**src/rtl/adc_pkg.sv**
```systemverilog
// Shared definitions for the LTC2308 controller.
//   adc_state_e : controller FSM states
//   ADC_BITS    : sample width returned on SDO
//   CFG_BITS    : config word width shifted out on SDI
//   CFG_*       : bit positions inside the {S/D, O/S, S1, S0, UNI, SLP} word
//   cfg_bit()   : config bit to present on SDI for a given SCK period index
package adc_pkg;

  typedef enum logic [1:0] {
    ST_IDLE  = 2'd0,
    ST_CONV  = 2'd1,
    ST_SHIFT = 2'd2,
    ST_DONE  = 2'd3
  } adc_state_e;

  localparam int ADC_BITS = 12;
  localparam int CFG_BITS = 6;

  localparam int CFG_SD  = 5;
  localparam int CFG_OS  = 4;
  localparam int CFG_S1  = 3;
  localparam int CFG_S0  = 2;
  localparam int CFG_UNI = 1;
  localparam int CFG_SLP = 0;

  // Period idx carries cfg MSB-first; past the last config bit SDI is held low.
  function automatic logic cfg_bit(input logic [CFG_BITS-1:0] c, input logic [3:0] idx);
    logic [3:0] pos;
    pos = 4'(CFG_SD) - idx;
    return (idx < 4'(CFG_BITS)) ? c[pos[2:0]] : 1'b0;
  endfunction

endpackage

```
**src/rtl/adc_sck_gen.sv**
```systemverilog
// SCK divider for the LTC2308 serial port.
//   clk, reset_n : system clock, async active-low reset
//   en           : high only while the controller is shifting; low clears the divider
//   sck          : serial clock, CLK_DIV cycles low then CLK_DIV cycles high, starts low
//   rise_tick    : high in the cycle in which sck has just gone 0->1
//   fall_tick    : high in the last cycle of a high phase (sck drops at the end of it)
module adc_sck_gen #(
  parameter int CLK_DIV = 2
) (
  input  logic clk,
  input  logic reset_n,
  input  logic en,
  output logic sck,
  output logic rise_tick,
  output logic fall_tick
);

  localparam logic [7:0] LAST = 8'(CLK_DIV - 1);

  logic [7:0] cnt;
  logic       sck_d;

  always_ff @(posedge clk or negedge reset_n) begin
    if (!reset_n) begin
      cnt   <= '0;
      sck   <= 1'b0;
      sck_d <= 1'b0;
    end else if (!en) begin
      cnt   <= '0;
      sck   <= 1'b0;
      sck_d <= 1'b0;
    end else begin
      sck_d <= sck;
      if (cnt == LAST) begin
        cnt <= '0;
        sck <= ~sck;
      end else begin
        cnt <= cnt + 8'd1;
      end
    end
  end

  assign rise_tick = en & sck & ~sck_d;
  // Flagged one cycle early so the period counter and SDI advance on the same
  // edge that drops sck, and the last period can hand straight over to DONE.
  assign fall_tick = en & sck & (cnt == LAST);

endmodule

```
**src/rtl/adc_ltc2308_ctrl.sv**
```systemverilog
// LTC2308 conversion controller: CONVST pulse, 12 SCK periods, config out on
// SDI, sample in on SDO.
//   clk, reset_n    : 50 MHz clock, async active-low reset
//   start, cfg      : conversion request (IDLE only) and 6-bit config word
//   busy            : conversion in progress, through the data_valid cycle
//   data_valid/data : one-cycle result strobe / last sample (held)
//   adc_convst, adc_sck, adc_sdi, adc_sdo : ADC pins
// The returned sample belongs to the previous conversion's cfg (ADC pipeline).
module adc_ltc2308_ctrl
  import adc_pkg::*;
#(
  parameter int CLK_DIV     = 2,
  parameter int CONV_CYCLES = 80
) (
  input  logic                clk,
  input  logic                reset_n,
  input  logic                start,
  input  logic [CFG_BITS-1:0] cfg,
  output logic                busy,
  output logic                data_valid,
  output logic [ADC_BITS-1:0] data,
  output logic                adc_convst,
  output logic                adc_sck,
  output logic                adc_sdi,
  input  logic                adc_sdo
);

  adc_state_e          state, state_nxt;
  logic [9:0]          conv_cnt;
  logic [3:0]          bit_cnt;   // completed SCK periods
  logic [ADC_BITS-1:0] sreg, sreg_nxt;
  logic [CFG_BITS-1:0] cfg_q;
  logic                rise_tick, fall_tick;

  adc_sck_gen #(.CLK_DIV(CLK_DIV)) u_sck (
    .clk       (clk),
    .reset_n   (reset_n),
    .en        (state == ST_SHIFT),
    .sck       (adc_sck),
    .rise_tick (rise_tick),
    .fall_tick (fall_tick)
  );

  // SDO is unsynchronized; it is only looked at on rise ticks, where the ADC
  // has had a full low phase to settle it.
  assign sreg_nxt = rise_tick ? {sreg[ADC_BITS-2:0], adc_sdo} : sreg;

  always_comb begin
    state_nxt = state;
    case (state)
      ST_IDLE:  if (start) state_nxt = ST_CONV;
      ST_CONV:  if (conv_cnt == 10'(CONV_CYCLES - 1)) state_nxt = ST_SHIFT;
      ST_SHIFT: if (fall_tick && bit_cnt == 4'(ADC_BITS - 1)) state_nxt = ST_DONE;
      ST_DONE:  state_nxt = ST_IDLE;
      default:  state_nxt = ST_IDLE;
    endcase
  end

  always_ff @(posedge clk or negedge reset_n) begin
    if (!reset_n) begin
      state    <= ST_IDLE;
      conv_cnt <= '0;
      bit_cnt  <= '0;
      sreg     <= '0;
      cfg_q    <= '0;
      data     <= '0;
    end else begin
      state <= state_nxt;
      if (state == ST_IDLE && start) cfg_q <= cfg;
      conv_cnt <= (state == ST_CONV) ? conv_cnt + 10'd1 : '0;
      if (state != ST_SHIFT)  bit_cnt <= '0;
      else if (fall_tick)     bit_cnt <= bit_cnt + 4'd1;
      sreg <= (state == ST_SHIFT) ? sreg_nxt : '0;
      // Load on DONE entry; sreg_nxt covers CLK_DIV=1 where the last rise
      // and the final fall tick share a cycle.
      if (state == ST_SHIFT && state_nxt == ST_DONE) data <= sreg_nxt;
    end
  end

  assign busy       = (state != ST_IDLE);
  assign data_valid = (state == ST_DONE);
  assign adc_convst = (state == ST_CONV);
  assign adc_sdi    = (state == ST_SHIFT) ? cfg_bit(cfg_q, bit_cnt) : 1'b0;

endmodule

```
**config.mk**
```make
export PLATFORM = sky130hd
export DESIGN_NAME = adc_ltc2308_ctrl
export DESIGN_NICKNAME = d
export VERILOG_FILES = /design/src/rtl/adc_pkg.sv /design/src/rtl/adc_sck_gen.sv /design/src/rtl/adc_ltc2308_ctrl.sv
export SDC_FILE = /design/constraint.sdc
export NUM_CORES = 1
export LEC_CHECK = 0
export BUFFER_PORTS_ARGS = -buffer_cell sky130_fd_sc_hd__buf_2
export CORE_MARGIN = 3
export CORE_UTILIZATION = 55
export DETAILED_ROUTE_END_ITERATION = 12
export GPL_TIMING_DRIVEN = 0
export PLACE_DENSITY = 0.74
export SLEW_MARGIN = 20
export SYNTH_ARGS = -nofsm -noshare
export SYNTH_HDL_FRONTEND = slang
export SYNTH_SLANG_ARGS = --single-unit
```
**constraint.sdc**
```tcl
create_clock -name clk -period 3.6 [get_ports clk]
set_input_delay 0.72 -clock clk [delete_from_list [all_inputs] [get_ports clk]]
set_output_delay 0.72 -clock clk [all_outputs]
set_load 0.01 [all_outputs]
```
==> flow_summary.yaml <==
status:
  status: "finished, final reports clean"
clocking:
  clock_latency_ns: 0.30
  clkTransAtPathRegs_ns: 0.10
  cts_hold_buf: 0
  post_cts_buffers: 0
  tritoncts: "built"
  ctsResizeCount: 0
  cts_buffers: 5
  clock_path_buffers: 2
  root_buffer: "clkbuf_8"
  cts.sinks: 56
  ctsHtreeMaxLevel: 2
setup_path:
  crit-reg2reg-launch: "u_sck.cnt[1]"
  crit_required_ns: 3.81
  timing.rr.end: "data[7]"
  cp-end-kind: "flop"
  reg2reg_depth: 8
  worst-setup-path-type: "flop to flop"
  start_kind: "flop"
  regToRegSetupSlack_ns: 1.19
  cp_max_fo: 10
  critPathArrivalTime_ns: 2.62
timing:
  hold_viol: 0
  rsz0062_at_grt: "false"
  min_period_ns: 2.41
  tns_ns: 0
  slew_headroom_pct: 49.3
  setup_ws_ns: 1.19
  setup_viol_count_final: 0
  fin_crit_sh_pct: 67.0
  clock_skew_ns: 0.00650
  whs_ns: 0.445
  worst_pin_slew_ns: 0.751
  fmax_mhz: 415
  slew_violations: 0
logic_synthesis:
  yosysUniqueCellTypes: 36
  synth_top_cell_by_area: "dfrtp_1"
  synthCells: 231
  syn_nets: 246
  muxShareOfSynthArea_pct: 11.9
  synth_area_leaders: "dfrtp_1 54%, mux2_2 5.6%, mux2i_1 5.4%, o41ai_1 3.4%, nor2_1 3.2%"
  synthFlopType: "dfrtp_1"
  yosys.area_share.simple_pct: 14.7
  ys_async_sr_fraction_pct: 100
  yosysWarnings: 0
  synth_top_family_by_area: "simple AND/OR/NAND/NOR gates"
  yosys.area.top_type_share_pct: 54.0
  synth_edf_count: 0
  synth_area_per_cell_um2: 11.2
  synthAdderAreaFrac_pct: 2.41
  ys_ff_latch: 56
  mappedNetlistArea_um2: 2600
  synth-xor-area-share_pct: 2.02
  synth-compound-area-share_pct: 11.6
  synth-seq-area-share_pct: 54.0
floorplanning:
  dieWidth_um: 74.7
  die_area_um2: 5580
  num_io_pins: 27
  rows: 24
  initial_utilization_pct: 58.4
  core_um2: 4440
  chipHeight_um: 74.7
power_and_ir_drop:
  power_frac_clock_pct: 40.0
  p_sw_mw: 0.207
  power_density_nw_per_um2: 374
  total_power_mw: 1.09
  switching_share_pct: 18.9
  seqPwrFrac_pct: 58.0
  intPower_mw: 0.885
  power.leakage_nw: 1.26
  ir_drop_uv: 249
  power_frac_comb_pct: 2.0
global_routing:
  grt_overflow: 0
  grt_pass1_wl_mm: 8.27
  grt_max_degree: 57
  track_usage_pct: 19.0
  antenna_found_initial: 0
  grt_pass1_vias: 1836
placed_design:
  post-place-ws_ns: 1.19
  portBuffers: 26
  dp_hpwl_mm: 3.44
  gp_congestion: 0.728
  numPlacedInstances: 309
  dpl-instance-area_um2: 2790
layout:
  final_cells: 317
  fin_area_um2: 2920
  final_cell_mix: "56 x dfrtp_1, 27 x buf_2, 22 x nor2_1, 14 x mux2i_1, 13 x mux2_2"
  drive_gt1_share_pct: 20.0
  seqCellArea_um2: 1400
  area_growth_pct: 12.5
  diodes: 0
  final_net_count: 279
  layout_commonest_cell: "dfrtp_1"
  final_util_pct: 65.7
  multiInputGateArea_um2: 1110
  fillers: 353
detailed_routing:
  first_pass_iters: 6
  wl_per_cell_um: 15.5
  drc: 0
  drt_iter0_drc: 107
  dr_wl_met2_mm: 2.35
  drt-vias-per-instance: 5.84
  ant_nets: 0
  drt-met1-wl_mm: 2.35
  dr_wl_met3_um: 162
  routed.top_layer: "met4"
  wl_mm: 4.91
  vias: 1852
run:
  cap_violations: 0
min_path:
  holdCritPathClass: "input pin to async pin"
cell type report:
| type | instances | area share, % |
|---|---|---|
| Buffer | 12 | 1.89 |
| Sequential cell | 56 | 48.0 |
| Timing Repair Buffer | 26 | 4.54 |
| Clock buffer | 7 | 3.30 |
| Inverter | 9 | 1.16 |
| Tap cell | 52 | 2.23 |
| Multi-Input combinational cell | 154 | 37.9 |
| Clock inverter | 1 | 1.03 |
power groups by stage:
stage / clock, mW / combinational, mW / sequential (mW)
after floorplan: 0 / 0.00481 / 0.646
after global placement: 0 / 0.0221 / 0.646
after detailed placement: 0 / 0.0228 / 0.646
after CTS: 0.449 / 0.0228 / 0.634
after global routing: 0.469 / 0.0247 / 0.634
final: 0.437 / 0.0215 / 0.633
synthesized netlist by cell type (3+ instances only):
| library cell | count |
|---|---|
| ha_1 | 5 |
| nand4_1 | 4 |
| o41ai_1 | 10 |
| xnor2_1 | 3 |
| xor2_1 | 3 |
| nand2b_1 | 5 |
| a21oi_1 | 10 |
| inv_1 | 9 |
| mux2_2 | 13 |
| clkbuf_1 | 9 |
| dfrtp_1 | 56 |
| nor4_1 | 3 |
| nand3_1 | 6 |
| nand2_1 | 6 |
| mux2i_1 | 14 |
| or3_1 | 8 |
| o31ai_1 | 11 |
| or4_1 | 4 |
| o21ai_0 | 9 |
| nor2_1 | 22 |
flip-flops by register name, summed over array words and instances (netlist names):
name	flops
bit_cnt	4
cfg_q	6
conv_cnt	10
data	12
sreg	12
state	2
u_sck.cnt	8
u_sck.sck	1
u_sck.sck_d	1
how the worst max path moves through the flow:
stage                       startpoint        to  slack [ns]  cells after the start
after floorplan           u_sck.cnt[1]  data[10]        1.39                      8
after global placement    u_sck.cnt[1]   data[2]        1.23                      8
after detailed placement  u_sck.cnt[1]   data[7]        1.19                      8
after CTS                 u_sck.cnt[1]   data[7]        1.17                      8
after global routing      u_sck.cnt[1]   data[2]        1.02                      8
final                     u_sck.cnt[1]   data[7]        1.19                      8
cells by family after synthesis:
family	Yosys count
AO/OA/AOI/OAI	45
flip-flops	56
buffers and inverters	21
multiplexers	28
adder cells (fa/ha/maj)	5
XOR/XNOR	6
AND/OR/NAND/NOR	70
routing by layer:
| layer | up-vias | GRT usage, % |
|---|---|---|
| met5 | - | 0 |
| met2 | 29 | 31.3 |
| met3 | 5 | 3.34 |
| met1 | 914 | 25.8 |
| met4 | 0 | 6.13 |
| li1 | 904 | - |
critical path, stage by stage, from the launching register on:
cell and delay (ns):
dfrtp_1 0.44, inv_1 0.08, ha_1 0.12, or4b_1 0.42
buf_2 0.19, or4_1 0.52, buf_2 0.17, buf_6 0.15
o31ai_1 0.23
Note: power is estimated with default switching activity, not from simulation.
